**config.mk**
```make
export PLATFORM = sky130hd
export DESIGN_NAME = instr_encoder
export DESIGN_NICKNAME = d
export VERILOG_FILES = /design/src/rtl/instr_encoder.sv
export SDC_FILE = /design/constraint.sdc
export NUM_CORES = 1
export LEC_CHECK = 0
export CAP_MARGIN = 0
export CORE_ASPECT_RATIO = 1.4
export CORE_MARGIN = 2
export CORE_UTILIZATION = 46
export DETAILED_ROUTE_END_ITERATION = 12
export PLACE_DENSITY = 0.82
export REMOVE_ABC_BUFFERS = 1
export SLEW_MARGIN = 20
export SYNTH_ARGS = -nofsm -noshare
export SYNTH_HDL_FRONTEND = slang
export SYNTH_SLANG_ARGS = --single-unit
```
**constraint.sdc**
```tcl
create_clock -name clk_i -period 2.22 [get_ports clk_i]
set_input_delay 0.444 -clock clk_i [delete_from_list [all_inputs] [get_ports clk_i]]
set_output_delay 0.444 -clock clk_i [all_outputs]
set_load 0.005 [all_outputs]
```
**src/rtl/instr_encoder.sv**
```systemverilog
// instr_encoder: two-stage RV32I instruction packer with immediate range check
// and saturating delivered/error counters. Defining the macro
// INSTR_ENCODER_ROUNDTRIP_CHK_EN adds rt_mismatch_o, which decodes the packed
// immediate back and flags any difference from the requested value.
module instr_encoder #(
    parameter int CNT_W = 16
) (
    input  logic             clk_i,
    input  logic             rst_ni,
    input  logic             in_valid_i,
    output logic             in_ready_o,
    input  logic [2:0]       fmt_i,
    input  logic [6:0]       opcode_i,
    input  logic [4:0]       rd_i,
    input  logic [4:0]       rs1_i,
    input  logic [4:0]       rs2_i,
    input  logic [2:0]       funct3_i,
    input  logic [6:0]       funct7_i,
    input  logic [31:0]      imm_i,
    output logic             out_valid_o,
    input  logic             out_ready_i,
    output logic [31:0]      instr_o,
    output logic             err_o,
`ifdef INSTR_ENCODER_ROUNDTRIP_CHK_EN
    output logic             rt_mismatch_o,
`endif
    output logic [CNT_W-1:0] enc_cnt_o,
    output logic [CNT_W-1:0] err_cnt_o
);
    typedef enum logic [2:0] {
        FMT_R   = 3'd0,
        FMT_I   = 3'd1,
        FMT_IS  = 3'd2,
        FMT_S   = 3'd3,
        FMT_B   = 3'd4,
        FMT_U   = 3'd5,
        FMT_J   = 3'd6,
        FMT_RSV = 3'd7
    } fmt_e;

    fmt_e             in_fmt;
    logic             s1_v_q, s1_v_d, s2_v_q, s2_v_d;
    logic             s1_adv, s2_adv, s1_load, s2_load, fire;
    fmt_e             s1_fmt_q;
    logic [6:0]       s1_op_q, s1_f7_q;
    logic [4:0]       s1_rd_q, s1_rs1_q, s1_rs2_q;
    logic [2:0]       s1_f3_q;
    logic [31:0]      s1_imm_q;
    logic             s1_err_q, range_err_d;
    logic [31:0]      instr_q, pack_d;
    logic             err_q;
    logic [CNT_W-1:0] enc_cnt_q, enc_cnt_d, err_cnt_q, err_cnt_d;

    assign in_fmt  = fmt_e'(fmt_i);
    assign s2_adv  = !s2_v_q || out_ready_i;
    assign s1_adv  = !s1_v_q || s2_adv;
    assign s1_load = s1_adv && in_valid_i;
    assign s2_load = s2_adv && s1_v_q;
    assign fire    = s2_v_q && out_ready_i;
    assign s1_v_d  = s1_adv ? in_valid_i : s1_v_q;
    assign s2_v_d  = s2_adv ? s1_v_q : s2_v_q;

    assign in_ready_o  = s1_adv;
    assign out_valid_o = s2_v_q;
    assign instr_o     = instr_q;
    assign err_o       = err_q;
    assign enc_cnt_o   = enc_cnt_q;
    assign err_cnt_o   = err_cnt_q;

    // Flag immediates the requested format cannot hold (sign range, alignment, zero low bits).
    always_comb begin
        range_err_d = 1'b0;
        case (in_fmt)
            FMT_I, FMT_S: range_err_d = !(&imm_i[31:11] || !(|imm_i[31:11]));
            FMT_IS:       range_err_d = |imm_i[31:5];
            FMT_B:        range_err_d = !(&imm_i[31:12] || !(|imm_i[31:12])) || imm_i[0];
            FMT_J:        range_err_d = !(&imm_i[31:20] || !(|imm_i[31:20])) || imm_i[0];
            FMT_U:        range_err_d = |imm_i[11:0];
            FMT_RSV:      range_err_d = 1'b1;
            default:      range_err_d = 1'b0;
        endcase
    end

    // Start from the R layout, then let the immediate overwrite the fields the format reuses.
    always_comb begin
        pack_d = {s1_f7_q, s1_rs2_q, s1_rs1_q, s1_f3_q, s1_rd_q, s1_op_q};
        case (s1_fmt_q)
            FMT_I:  pack_d[31:20] = s1_imm_q[11:0];
            FMT_IS: pack_d[24:20] = s1_imm_q[4:0];
            FMT_S: begin
                pack_d[31:25] = s1_imm_q[11:5];
                pack_d[11:7]  = s1_imm_q[4:0];
            end
            FMT_B: begin
                pack_d[31:25] = {s1_imm_q[12], s1_imm_q[10:5]};
                pack_d[11:7]  = {s1_imm_q[4:1], s1_imm_q[11]};
            end
            FMT_U:  pack_d[31:12] = s1_imm_q[31:12];
            FMT_J:  pack_d[31:12] = {s1_imm_q[20], s1_imm_q[10:1], s1_imm_q[11], s1_imm_q[19:12]};
            default: ;
        endcase
    end

    // Saturating counters advance on each output transfer.
    always_comb begin
        enc_cnt_d = (fire && enc_cnt_q != '1) ? enc_cnt_q + CNT_W'(1) : enc_cnt_q;
        err_cnt_d = (fire && err_q && err_cnt_q != '1) ? err_cnt_q + CNT_W'(1) : err_cnt_q;
    end

    // Stage valids and counters; reset drops anything in flight.
    always_ff @(posedge clk_i or negedge rst_ni) begin
        if (!rst_ni) begin
            s1_v_q    <= 1'b0;
            s2_v_q    <= 1'b0;
            enc_cnt_q <= '0;
            err_cnt_q <= '0;
        end else begin
            s1_v_q    <= s1_v_d;
            s2_v_q    <= s2_v_d;
            enc_cnt_q <= enc_cnt_d;
            err_cnt_q <= err_cnt_d;
        end
    end

    // S1 captures the request and its range verdict when it can advance.
    always_ff @(posedge clk_i or negedge rst_ni) begin
        if (!rst_ni) begin
            s1_fmt_q <= FMT_R;
            s1_op_q  <= '0;
            s1_rd_q  <= '0;
            s1_rs1_q <= '0;
            s1_rs2_q <= '0;
            s1_f3_q  <= '0;
            s1_f7_q  <= '0;
            s1_imm_q <= '0;
            s1_err_q <= 1'b0;
        end else if (s1_load) begin
            s1_fmt_q <= in_fmt;
            s1_op_q  <= opcode_i;
            s1_rd_q  <= rd_i;
            s1_rs1_q <= rs1_i;
            s1_rs2_q <= rs2_i;
            s1_f3_q  <= funct3_i;
            s1_f7_q  <= funct7_i;
            s1_imm_q <= imm_i;
            s1_err_q <= range_err_d;
        end
    end

    // S2 holds the packed word stable until downstream takes it.
    always_ff @(posedge clk_i or negedge rst_ni) begin
        if (!rst_ni) begin
            instr_q <= '0;
            err_q   <= 1'b0;
        end else if (s2_load) begin
            instr_q <= pack_d;
            err_q   <= s1_err_q;
        end
    end

`ifdef INSTR_ENCODER_ROUNDTRIP_CHK_EN
    logic [31:0] dec_d;
    logic        rt_d, rt_q;

    assign rt_mismatch_o = rt_q;
    assign rt_d = (s1_fmt_q != FMT_R) && (s1_fmt_q != FMT_RSV) && (dec_d != s1_imm_q);

    // Standard RV32I immediate decode of the packed word; IS is zero-extended, R yields 0.
    always_comb begin
        dec_d = '0;
        case (s1_fmt_q)
            FMT_I:  dec_d = {{20{pack_d[31]}}, pack_d[31:20]};
            FMT_IS: dec_d = {27'd0, pack_d[24:20]};
            FMT_S:  dec_d = {{20{pack_d[31]}}, pack_d[31:25], pack_d[11:7]};
            FMT_B:  dec_d = {{19{pack_d[31]}}, pack_d[31], pack_d[7], pack_d[30:25], pack_d[11:8], 1'b0};
            FMT_U:  dec_d = {pack_d[31:12], 12'd0};
            FMT_J:  dec_d = {{11{pack_d[31]}}, pack_d[31], pack_d[19:12], pack_d[20], pack_d[30:21], 1'b0};
            default: dec_d = '0;
        endcase
    end

    // Mismatch flag travels with the packed word.
    always_ff @(posedge clk_i or negedge rst_ni) begin
        if (!rst_ni) begin
            rt_q <= 1'b0;
        end else if (s2_load) begin
            rt_q <= rt_d;
        end
    end
`endif
endmodule

```
Yosys cells after proc, flatten, opt, wreduce, memory -nomap -nowiden
Cells that the tools add are included.
{"block": "totals", "ff_bits": 135, "inputBits": 71, "out_inout_bits": 67}
{"block": "op_classes", "add_sub_neg": 2, "n_eq_ne": 15, "muxes": 5, "n_reduce_logical": 33}
{"operator": "adder 16 x 1 -> 16 bit (second input constant)", "n": 2}
{"operator": "inequality test 16 bit (second input constant)", "n": 2}
{"operator": "case mux 7 bit (4 select lines)", "n": 1}
{"operator": "OR reduction 27 bit", "n": 1}
{"operator": "OR reduction 12 bit", "n": 2}
{"operator": "== test 3 bit (second input constant)", "n": 7}
{"operator": "AND reduction 21 bit", "n": 1}
{"operator": "OR reduction 21 bit", "n": 1}
{"operator": "AND reduction 20 bit", "n": 1}
{"operator": "OR reduction 20 bit", "n": 1}
{"operator": "case mux 5 bit (3 select lines)", "n": 1}
{"operator": "== test 3 x 2 -> 1 bit (second input constant)", "n": 4}
{"operator": "AND reduction 12 bit", "n": 1}
{"operator": "case mux 5 bit (2 select lines)", "n": 1}
{"operator": "zero test 1 bit", "n": 8}
{"operator": "2-to-1 mux 8 bit", "n": 1}
{"operator": "OR reduction 2 bit", "n": 4}
{"operator": "logical OR 1 bit", "n": 7}
{"operator": "== test 3 x 1 -> 1 bit (second input constant)", "n": 2}
{"operator": "logical AND 1 bit", "n": 6}
{"operator": "case mux 1 bit (6 select lines)", "n": 1}

Logic depth before layout (Yosys ltp)
{"block": "logic_depth", "ltp_word": 6, "mapped_depth": 7}

Worst setup path before layout
No wires, ideal clock.
{"block": "synth_timing", "path_kind": "flip-flop to flip-flop", "from": "register enc_cnt_q[0] (netlist: enc_cnt_o[0])", "to": "register enc_cnt_q[1] (netlist: enc_cnt_o[1])", "arrival_ns": 1.740, "t_required_ns": 2.093, "slack_ns": 0.353, "path_stages_with_launch": 7, "path_buffers": 1, "path_cell_list": "dfrtp_1 ha_1 nand4_2 or3_4 o21bai_2 buf_6 mux2_1"}
{"block": "synth_via", "elab_chain_cells": 2, "elab_cells_between_ends": 3, "cone_classes": "add/sub (1); eq/ne (1); reduce/logical (1)"}
{"element": "start, declared", "line_no": "52", "rtl": "logic [CNT_W-1:0] enc_cnt_q, enc_cnt_d, err_cnt_q, err_cnt_d;"}
{"element": "start signal, assigned", "line_no": "120", "rtl": "enc_cnt_q <= enc_cnt_d;"}
{"element": "parallel branches: the longest is 2 deep, another holds adder 16 x 1 -> 16 bit"}
Parallel ways; which one is timed is not known.
A chain may end at the register's enable or synchronous reset.

Final worst setup path
{"block": "layout_timing", "from": "input out_ready_i", "to": "output in_ready_o"}
{"block": "layout_via", "elab_chain_cells": 2}
{"element": "start, declared", "line_no": "21", "rtl": "input logic out_ready_i,"}
{"element": "logical OR 1 bit", "line_no": "55", "rtl": "assign s2_adv = !s2_v_q || out_ready_i;"}
{"element": "logical OR 1 bit", "line_no": "56", "rtl": "assign s1_adv = !s1_v_q || s2_adv;"}
{"element": "end, declared", "line_no": "11", "rtl": "output logic in_ready_o,"}
Every way passes these cells.

==> run metrics <==
ys async rst share=100%; EDFF count, synth=0; Place WS=-0.163 ns; Worst-path clk slew=0.06 ns; Design Area, Final=8570 µm²; row cnt=50; final setup fails=0; switching share of power=around 28%; wire per inst=17.5 µm; GRT met1 Usage=24.5%; vias=around 4700; dominant synthesized flop cell=dfrtp_1; CP most frequent cell=clkdlybuf4s50_1; post-route ant nets=0; Worst Setup Start Kind=input port; Placement Cell Area=8010 µm²; vias per cell=5.36; RSZ-0062 raised after global routing=no; Nets=758; max-slew violations=0; clk_skew=0.00735 ns; first-pass GRT wire length=24900 µm; GPL Wtd Cong=0.859; Max-cap violations=0; Tightest Pin Transition=0.572 ns; Yosys cell types=50; reg2reg end=enc_cnt_o[1]; die width=102 µm; Non-Filler Instances=880; Net Switching=2.19 mW; # clock sinks=135; vias in the first global route=5078; placed insts=between 800 and 900; CTS Buf Count=17; slowest cell on the critical path=clkdlybuf4s50_1; DR iter-0 viols=approximately 190; Mean Syn Cell Area=11.8 µm²; status=completed; Power Dens Cells=921 nW/µm²; initial antenna violation count=0; Pre-antenna DRT Iters=4; cts hold-fix bufs=0; Period minus WS final=2.18 ns; buffer and inverter count on the worst path=2; met3 usage=4.78%; Int Pwr=roughly 5.7 mW; Crit path largest cell delay=0.58 ns; die area=14500 µm²; port buffer count=137; GRT Total Usage=22.2%; H-tree level count=4; met2 usage=40.1%; Core Footprint=between 10000 and 15000 µm²; Synth Cell Area=6210 µm²; delay-heaviest family, CP=buffers and inverters; Tcrit/Tclk final=a little over nine tenths; initial core utilization=46.8%; CP required=around 1.8 ns; largest net degree at the start of global routing=60; post-route setup TNS=0 ns; CP endpoint kind=primary output; number of antenna diodes=0; CTS max path bufs=2; Cells after Synth=525; clock root buffer master=clkbuf_16; Post-route DRC=0; power share of the sequential group=42.0%; Pleak=~3.7 nW; CP arrival=1.74 ns; Synth-to-Final Area Change=38.1%; Die H=141 µm; Crit Reg-Reg Startpoint=enc_cnt_o[1]; Critical path origin=out_ready_i; CTS tree=yes; reg2reg path depth=5; synth warn=0; layout cells sized above 1=a little over a fifth; peak supply drop=0.000552 V; final hold violation count=0; Skew-Pair Late Insertion Delay=0.41 ns; Post-Route WL=15400 µm; Worst Path Max Fanout=5; setup ws final=0.0362 ns; critical path type=input port to primary output; Comb pwr share=24.6%; power share of the clock group=33.4%; HP Class=input port to async pin; Slew HR=61.9%; num ports=138; Most Crowded Layer GR=met2; r2r setup slk=around 0.21 ns; DP HPWL=11300 µm; fmax=~0.46 GHz; total grt overflow=0; total power draw=about 7.9 mW; FF+latch count, synth=roughly 140; sequential share of the synthesized area=a little over half; cells traversed along the worst timing path=clkdlybuf4s50_1 -> nand3b_1 -> clkdlybuf4s50_1
## kinds of logic after synthesis
kind of cell	count (synthesis)	synth area share, %
multiplexers	111	19.6
flip-flops	135	54.4
AO/OA/AOI/OAI	69	6.69
adder cells (fa/ha/maj)	2	0.403
buffers and inverters	31	2.32
XOR/XNOR	30	4.23
AND/OR/NAND/NOR	147	12.4
## sequential cells by signal (all words and copies together), names as in the netlist
register and flops:
s1_rd_q 5, err_cnt_o 16, instr_o 32, s1_rs2_q 5
s1_err_q 1, s1_fmt_q 3, s1_op_q 7, err_o 1
s1_imm_q 32, enc_cnt_o 16, s1_f3_q 3, s1_f7_q 7
s1_v_q 1, s1_rs1_q 5, out_valid_o 1
## cell usage after synthesis (2+ instances only)
cell type,number,share of area (%)
clkbuf_1,9,0.54
and4_1,3,0.42
buf_2,13,1.0
nand4_1,7,0.71
nand3_1,16,1.3
a21oi_1,19,1.5
a31oi_1,2,0.20
nor4_1,11,1.1
nor4_2,2,0.40
nand3b_1,4,0.48
nor3b_1,3,0.36
o21ai_0,28,2.3
o32ai_1,2,0.28
mux2_1,2,0.36
nand4_2,2,0.40
o311ai_0,2,0.28
mux2i_1,29,4.7
nor2_1,30,1.8
or3_1,3,0.30
mux2_2,80,15
inv_1,6,0.36
nor3_1,4,0.32
xnor2_1,16,2.3
a211oi_1,5,0.60
nand2_1,46,2.8
nand2b_1,5,0.50
xor2_1,14,2.0
and3_1,5,0.50
dfrtp_1,135,54
ha_1,2,0.40
## metrics by stage
stage          utilization [%]  hold WS (ns)
6_report                  64.7       0.00915
5_1_grt                   64.7        0.0473
4_1_cts                   64.6        0.0280
3_5_place_dp              60.4         0.466
2_1_floorplan                -         0.148
3_3_place_gp              60.4         0.457
## routing by layer
metal,share of wire [%],vias up
li1,-,2195
met2,55,131
met3,4.1,31
met4,2.7,0
met5,0,-
met1,38,2358
## worst reg2reg max path, stage by stage, from the launching register on
cell	delay [ns]
dfrtp_1	0.40
ha_1	0.24
nand4_2	0.16
or3_4	0.43
o21bai_4	0.29
mux2_1	0.36
## worst max-delay path by stage
| stage | cells after the start | slack, ns | to |
|---|---|---|---|
| 2_1_floorplan | 4 | -0.53 | s1_err_q |
| 4_1_cts | 3 | 0.04 | in_ready_o |
| 5_1_grt | 3 | 0.02 | in_ready_o |
| 3_3_place_gp | 7 | -0.10 | s1_err_q |
| 3_5_place_dp | 7 | -0.16 | s1_err_q |
| 6_report | 3 | 0.04 | in_ready_o |
## power groups by stage
stage	sequential (mW)	combinational, mW	clock (mW)
final	3.31	1.94	2.64
after global routing	3.38	2.12	2.79
after CTS	3.31	1.96	2.68
after detailed placement	3.35	1.95	0
after global placement	3.32	1.87	0
after floorplan	3.33	0.819	0
## placed cells by master (no fill, tap or decap), types with 3 or more instances in the layout
cell type / Yosys / routed
clkdlybuf4s50_1: 0 / 136
dfrtp_1: 135 / 135
mux2_2: 80 / 80
nand2_1: 46 / 44
nor2_1: 30 / 30
mux2i_1: 29 / 29
o21ai_0: 28 / 28
buf_4: 1 / 21
a21oi_1: 19 / 19
clkbuf_16: 0 / 17
nand3_1: 16 / 16
xnor2_1: 16 / 16
xor2_1: 14 / 14
nor4_1: 11 / 11
buf_12: 0 / 8
nand4_1: 7 / 7
inv_1: 6 / 6
clkinv_2: 0 / 6
nand2b_1: 5 / 5
a211oi_1: 5 / 5
and3_1: 5 / 5
nand3b_1: 4 / 4
nor3_1: 4 / 4
nor3b_1: 3 / 3
or3_1: 3 / 3
and4_1: 3 / 3
clkbuf_1: 9 / 3
clkbuf_8: 0 / 3
## cell type report
| class | count | area, µm² |
|---|---|---|
| fill | 1058 | 4690 |
| sequential | 135 | 3380 |
| multi-input combinational | 359 | 2700 |
| timing repair buffer | 166 | 1690 |
| clock buffer | 23 | 478 |
| tap | 182 | 228 |
| clock inverter | 9 | 75.1 |
| inverter | 6 | 22.5 |
## timing repair
| item | CTS | global route |
|---|---|---|
| resized for setup | 0 | 1 |
| endpoints found under the setup margin | 0 | 1 |
| setup buffers | 0 | 0 |
No activity file was read; power rests on OpenSTA's default activity.
